### src/rtl/clap_detector.sv
`default_nettype none
// ============================================================================
//  Module      : clap_detector
//  Description : Turns a signed microphone sample stream into the clap_set
//                level for the mode controller. A clap is a run of at least
//                MIN_LEN loud samples closed by QUIET_LEN quiet samples.
//                CLAP_COUNT claps, each registered within WINDOW samples of
//                the previous one, raise clap_set_o for HOLD_CYCLES clocks.
//  Revision    : 1.0 - initial release
// ============================================================================
module clap_detector #(
  parameter int SAMPLE_W    = 12,
  parameter int THRESHOLD   = 1500,
  parameter int MIN_LEN     = 4,
  parameter int QUIET_LEN   = 64,
  parameter int WINDOW      = 4000,
  parameter int CLAP_COUNT  = 2,
  parameter int HOLD_CYCLES = 16
) (
  input  logic                clk_i,
  input  logic                rst_i,
  input  logic [SAMPLE_W-1:0] sample_i,
  input  logic                sample_valid_i,
  output logic                clap_set_o,
  output logic [2:0]          state_o,
  output logic [2:0]          clap_cnt_o
);

  localparam int LW = $clog2(MIN_LEN + 1);
  localparam int QW = $clog2(QUIET_LEN + 1);
  localparam int GW = $clog2(WINDOW + 1);
  localparam int HW = $clog2(HOLD_CYCLES + 1);

  localparam logic [SAMPLE_W-2:0] c_THRESHOLD  = (SAMPLE_W-1)'(THRESHOLD);
  localparam logic [LW-1:0]       c_MIN_LEN    = LW'(MIN_LEN);
  localparam logic [LW-1:0]       c_L_ONE      = LW'(1);
  localparam logic [QW-1:0]       c_QUIET_LEN  = QW'(QUIET_LEN);
  localparam logic [QW-1:0]       c_Q_ONE      = QW'(1);
  localparam logic [GW-1:0]       c_WINDOW     = GW'(WINDOW);
  localparam logic [GW-1:0]       c_G_ONE      = GW'(1);
  localparam logic [HW-1:0]       c_HOLD_LAST  = HW'(HOLD_CYCLES - 1);
  localparam logic [HW-1:0]       c_H_ONE      = HW'(1);
  localparam logic [2:0]          c_CLAP_COUNT = 3'(CLAP_COUNT);

  typedef enum logic [2:0] {
    S_IDLE  = 3'd0,
    S_LOUD  = 3'd1,
    S_QUIET = 3'd2,
    S_WAIT  = 3'd3,
    S_FIRE  = 3'd4
  } state_t;

  state_t          state_q, state_d;
  logic [LW-1:0]   loud_cnt_q, loud_cnt_d;
  logic [QW-1:0]   quiet_cnt_q, quiet_cnt_d;
  logic [GW-1:0]   gap_cnt_q, gap_cnt_d;
  logic [HW-1:0]   hold_cnt_q, hold_cnt_d;
  logic [2:0]      clap_cnt_q, clap_cnt_d;
  logic            clap_set_q, clap_set_d;

  logic [SAMPLE_W-1:0] mag_full;
  logic [SAMPLE_W-2:0] mag;
  logic                loud;
  logic                tracking;
  logic                timeout;
  logic                close_clap;
  logic [2:0]          cnt_at_close;

  // Magnitude of the sample; the most negative code saturates to full scale.
  always_comb begin
    mag_full = sample_i[SAMPLE_W-1] ? -sample_i : sample_i;
    mag      = mag_full[SAMPLE_W-1] ? '1 : mag_full[SAMPLE_W-2:0];
    loud     = (mag >= c_THRESHOLD);
  end

  // Next-state logic: clap qualification, gap window, refractory and hold.
  always_comb begin
    state_d      = state_q;
    loud_cnt_d   = loud_cnt_q;
    quiet_cnt_d  = quiet_cnt_q;
    gap_cnt_d    = gap_cnt_q;
    hold_cnt_d   = hold_cnt_q;
    clap_cnt_d   = clap_cnt_q;
    close_clap   = 1'b0;
    cnt_at_close = clap_cnt_q;

    // The gap window only runs while a sequence is in progress.
    tracking = (clap_cnt_q != 3'd0) &&
               ((state_q == S_LOUD) || (state_q == S_QUIET) || (state_q == S_WAIT));
    // Once the last clap is in, the sequence can no longer time out.
    timeout  = tracking && (clap_cnt_q < c_CLAP_COUNT) && (gap_cnt_q == c_WINDOW);

    if (tracking && sample_valid_i && (gap_cnt_q != c_WINDOW)) begin
      gap_cnt_d = gap_cnt_q + c_G_ONE;
    end

    if (timeout) begin
      // Sequence abandoned; the sample in this cycle is dropped.
      state_d     = S_IDLE;
      clap_cnt_d  = 3'd0;
      gap_cnt_d   = '0;
      loud_cnt_d  = '0;
      quiet_cnt_d = '0;
    end else begin
      case (state_q)
        S_IDLE, S_WAIT: begin
          if (sample_valid_i && loud) begin
            state_d    = S_LOUD;
            loud_cnt_d = c_L_ONE;
          end
        end
        S_LOUD: begin
          if (sample_valid_i) begin
            if (loud) begin
              if (loud_cnt_q != c_MIN_LEN) begin
                loud_cnt_d = loud_cnt_q + c_L_ONE;
              end
            end else if (loud_cnt_q == c_MIN_LEN) begin
              // Burst long enough: register the clap and start its quiet tail.
              clap_cnt_d   = clap_cnt_q + 3'd1;
              cnt_at_close = clap_cnt_q + 3'd1;
              gap_cnt_d    = '0;
              loud_cnt_d   = '0;
              quiet_cnt_d  = c_Q_ONE;
              state_d      = S_QUIET;
              close_clap   = (c_Q_ONE == c_QUIET_LEN);
            end else begin
              // Too short to be a clap; drop the burst.
              loud_cnt_d = '0;
              state_d    = (clap_cnt_q != 3'd0) ? S_WAIT : S_IDLE;
            end
          end
        end
        S_QUIET: begin
          if (sample_valid_i) begin
            if (loud) begin
              // Ringing tail of the same clap restarts the quiet run.
              quiet_cnt_d = '0;
            end else begin
              quiet_cnt_d = quiet_cnt_q + c_Q_ONE;
              close_clap  = ((quiet_cnt_q + c_Q_ONE) == c_QUIET_LEN);
            end
          end
        end
        S_FIRE: begin
          if (hold_cnt_q == c_HOLD_LAST) begin
            state_d    = S_IDLE;
            hold_cnt_d = '0;
            clap_cnt_d = 3'd0;
            gap_cnt_d  = '0;
          end else begin
            hold_cnt_d = hold_cnt_q + c_H_ONE;
          end
        end
        default: begin
          state_d = S_IDLE;
        end
      endcase

      if (close_clap) begin
        quiet_cnt_d = '0;
        if (cnt_at_close == c_CLAP_COUNT) begin
          state_d    = S_FIRE;
          hold_cnt_d = '0;
        end else begin
          state_d = S_WAIT;
        end
      end
    end

    // Level is high exactly while the FSM sits in FIRE.
    clap_set_d = (state_d == S_FIRE);
  end

  // State and counter registers with synchronous reset.
  always_ff @(posedge clk_i) begin
    if (rst_i) begin
      state_q     <= S_IDLE;
      loud_cnt_q  <= '0;
      quiet_cnt_q <= '0;
      gap_cnt_q   <= '0;
      hold_cnt_q  <= '0;
      clap_cnt_q  <= 3'd0;
      clap_set_q  <= 1'b0;
    end else begin
      state_q     <= state_d;
      loud_cnt_q  <= loud_cnt_d;
      quiet_cnt_q <= quiet_cnt_d;
      gap_cnt_q   <= gap_cnt_d;
      hold_cnt_q  <= hold_cnt_d;
      clap_cnt_q  <= clap_cnt_d;
      clap_set_q  <= clap_set_d;
    end
  end

  assign clap_set_o = clap_set_q;
  assign state_o    = state_q;
  assign clap_cnt_o = clap_cnt_q;

endmodule
`default_nettype wire

### config.mk
export PLATFORM = sky130hd
export DESIGN_NAME = clap_detector
export DESIGN_NICKNAME = d
export VERILOG_FILES = /design/src/rtl/clap_detector.sv
export SDC_FILE = /design/constraint.sdc
export NUM_CORES = 1
export LEC_CHECK = 0
export BUFFER_PORTS_ARGS = -buffer_cell sky130_fd_sc_hd__buf_2
export CORE_MARGIN = 3
export CORE_UTILIZATION = 40
export DETAILED_ROUTE_END_ITERATION = 7
export GPL_ROUTABILITY_DRIVEN = 0
export GPL_TIMING_DRIVEN = 1
export PLACE_DENSITY_LB_ADDON = 0.2
export RECOVER_POWER = 25
export SLEW_MARGIN = 10
export SYNTH_ARGS = -nofsm -noshare
export SYNTH_HDL_FRONTEND = slang
export SYNTH_SLANG_ARGS = --single-unit
### constraint.sdc
create_clock -name clk_i -period 2.9 [get_ports clk_i]
set_input_delay 0.87 -clock clk_i [delete_from_list [all_inputs] [get_ports clk_i]]
set_output_delay 0.87 -clock clk_i [all_outputs]
set_load 0.05 [all_outputs]
==> results.yml <==
pwr:
  peakVddDrop_uv: 243
  power_switching_uw: 229
  p_leak_nw: 1.09
  power_uw: 944
  p_int_uw: 715
  switching_share_pct: 24.2
  p_per_area_mw_per_mm2: 341
  pwr-share-seq_pct: 50.1
  p_clk_share_pct: 35.7
  p_comb_share_pct: 14.2
drt:
  post_drt_via_cell_ratio: 5.28
  drt_pass1_iterations: 4
  drc: 0
  antenna_left: 0
  totalWireLength_mm: 5.14
  wl_per_cell_um: 12.7
  drt-initial-drc-count: 59
  num_vias: 2126
clocking:
  path_clk_slew_ns: 0.06
  clock_latency_ns: 0.28
  ctsHoldBuffers: 0
  cts-resized-gates: 0
  htreeDepth: 2
  root_buffer: "clkbuf_8"
  cts_buffers: 5
  cts_setup_buffers: 0
  cts_sinks: 34
  cts_max_path_buffers: 2
  cts_tree: "yes"
layout:
  n_fill_cell: 527
  register_area_um2: 681
  final_cell_area_mm2: 0.00277
  num_antenna_cells: 0
  multi_input_area_mm2: 0.00149
  layout-drive-gt1-share_pct: 21.0
  layout.cells.non_filler: 403
  synthToLayoutAreaGrowth_pct: 23.0
  final_nets: 359
  postLayoutCoreUtil_pct: 52.5
yosys:
  syn_area_mm2: 0.00225
  async_reset_ff_share_pct: 0
  syn_inst: 274
  synth_edf_count: 0
  synth_seq_cells: 34
  ys_types: 59
  ys_seq_area_share_pct: 30.3
  synth_nets: 299
  yosys-top-cells-area: "dfxtp_1 30%, xor2_1 5.8%, ha_1 5.6%"
  yosysWarnings: 0
  post-synth-top-area-cell: "dfxtp_1"
  avgSynthCellArea_um2: 8.21
  synth_top_cell_area_share_pct: 30.3
  ys.flop_type: "dfxtp_1"
global_routing:
  grt_pass1_vias: 2052
  grtUsageTotal_pct: 17.3
  grt_max_degree: 13
  use_met1_pct: 23.7
  antenna_found_initial: 0
  use_met2_pct: 27.1
  use_met3_pct: 4.21
  grt-ovfl-total: 0
  grt-busiest-layer: "met2"
  grt_pass1_wl_mm: 9.09
timing:
  rsz0062_at_grt: "false"
  fin_skew_ns: 0.0110
  fmaxAchievable_mhz: 363
  worstMarginPinSlew_ns: 0.608
  finalCritPeriodShare_pct: 95.1
  slew_violations: 0
  finalHoldViolCount: 0
  setup_violations: 0
  period_needed_ns: 2.76
  slew_headroom_pct: 59.6
  setup_tns_ns: 0
status:
  run_status: "completed"
die:
  fp.dieH_um: 81.0
  coreArea_mm2: 0.00527
  dieArea_mm2: 0.00656
  num_rows: 26
  initial_core_util_pct: 42.7
  die_w_um: 81.0
  num_io_pins: 22
worst_setup_path:
  critPathLaunchType: "input port"
  crit_type: "input port to flop"
  critPathMaxFanout: 12
  crit_arrival_ns: 2.96
  required_ns: 3.10
  crit_start: "sample_i[0]"
  worstReg2RegStart: "gap_cnt_q[0]$_SDFF_PP0_"
  cp-end-kind: "flop"
placed_design:
  dp_hpwl_mm: 4.05
  postPlaceCellArea_mm2: 0.00269
  dp.cells: 397
  place.port_buffers: 21
min_path:
  hold_path.class: "flop to flop"
  hold_start: "hold_cnt_q[4]$_SDFFE_PP0N_"
run:
  cap_viol_max_count: 0
[per-stage QoR]
step | setup slack (ns) | hold WS, ns
global placement | -0.109 | 0.446
finish | 0.142 | 0.462
global route | 0.0109 | 0.472
CTS | 0.183 | 0.463
floorplan | 0.00185 | 0.428
detailed placement | -0.116 | 0.454
[power by group through the flow]
| stage | Clock, mW | Sequential, mW | Combinational [mW] |
|---|---|---|---|
| 3_3_place_gp | 0 | 0.483 | 0.133 |
| 4_1_cts | 0.354 | 0.472 | 0.135 |
| 6_report | 0.337 | 0.473 | 0.135 |
| 2_1_floorplan | 0 | 0.484 | 0.0649 |
| 5_1_grt | 0.374 | 0.473 | 0.149 |
| 3_5_place_dp | 0 | 0.483 | 0.135 |
[worst paths after layout]
path	to	slack, ns	cells past startpoint
min reg2reg	hold_cnt_q[4]$_SDFFE_PP0N_	0.46	2
max reg2reg	gap_cnt_q[10]$_SDFF_PP0_	0.57	8
max	gap_cnt_q[10]$_SDFF_PP0_	0.14	10
min	hold_cnt_q[4]$_SDFFE_PP0N_	0.46	2
[cell type report]
type	count	share of cell area (%)
multi-input cells	220	53.7
flip-flops and latches	34	24.6
repair buffers	58	13.5
well taps	70	3.17
clock buffers	6	2.99
inverters	15	2.04
[layer usage]
layer  wire (um)  part of all wire, %  vias to the layer above
li1            -                    -                     1121
met1        2700                   53                      974
met2        2230                   43                       27
met3         174                  3.4                        4
met4          36                 0.70                        0
met5           0                    0                        -
[Yosys cell counts (all sizes together), types with 2 or more instances]
| master | n |
|---|---|
| nor3b | 2 |
| nor4bb | 2 |
| o31ai | 2 |
| nor3 | 14 |
| nand3 | 13 |
| nor4 | 3 |
| nand4 | 11 |
| nor2b | 5 |
| nand4b | 3 |
| ha | 10 |
| xnor2 | 4 |
| and3 | 3 |
| a21o | 2 |
| o21a | 2 |
| nand3b | 6 |
| nand2b | 4 |
| a211o | 3 |
| mux2i | 3 |
| clkbuf | 4 |
| nor2 | 32 |
| o21ai | 10 |
| a32oi | 2 |
| a21oi | 12 |
| nand2 | 19 |
| a31oi | 8 |
| xor2 | 16 |
| and4 | 3 |
| and2 | 6 |
| and4b | 2 |
| dfxtp | 34 |
| inv | 15 |
| or3 | 2 |
[placed cells by master (no fill, tap or decap), drive strengths merged, types with 8 or more instances in the layout]
master and count:
inv 15, nor2 32, nand2 19, ha 10
xor2 16, nand4 11, dfxtp 34, nand3 13
o21ai 10, a31oi 8, a21oi 12, clkbuf 13
buf 51, nor3 14
[flip-flops by register name, summed over array words and instances (netlist names)]
signal,flops
clap_cnt_o,3
clap_set_o,1
gap_cnt_q,12
hold_cnt_q,5
loud_cnt_q,3
quiet_cnt_q,7
state_o,3
[cell families (layout without fill, tap and decap cells)]
| kind of cell | count (synthesis) | after routing | synth area share (%) |
|---|---|---|---|
| AO/OA/AOI/OAI | 55 | 55 | 17.5 |
| multiplexers | 3 | 3 | 1.33 |
| buffers and inverters | 20 | 79 | 3.67 |
| adder cells (fa/ha/maj) | 10 | 10 | 5.56 |
| flip-flops | 34 | 34 | 30.3 |
| AND/OR/NAND/NOR | 132 | 132 | 33.1 |
| XOR/XNOR | 20 | 20 | 8.62 |
[critical path, stage by stage]
cell      delay (ns)
buf_2           0.09
inv_1           0.04
ha_1            0.23
or4_1           0.41
a32o_1          0.32
a211oi_4        0.21
buf_4           0.16
nor3_4          0.04
or3_4           0.45
a21oi_1         0.14
No activity file was read; power rests on OpenSTA's default activity.
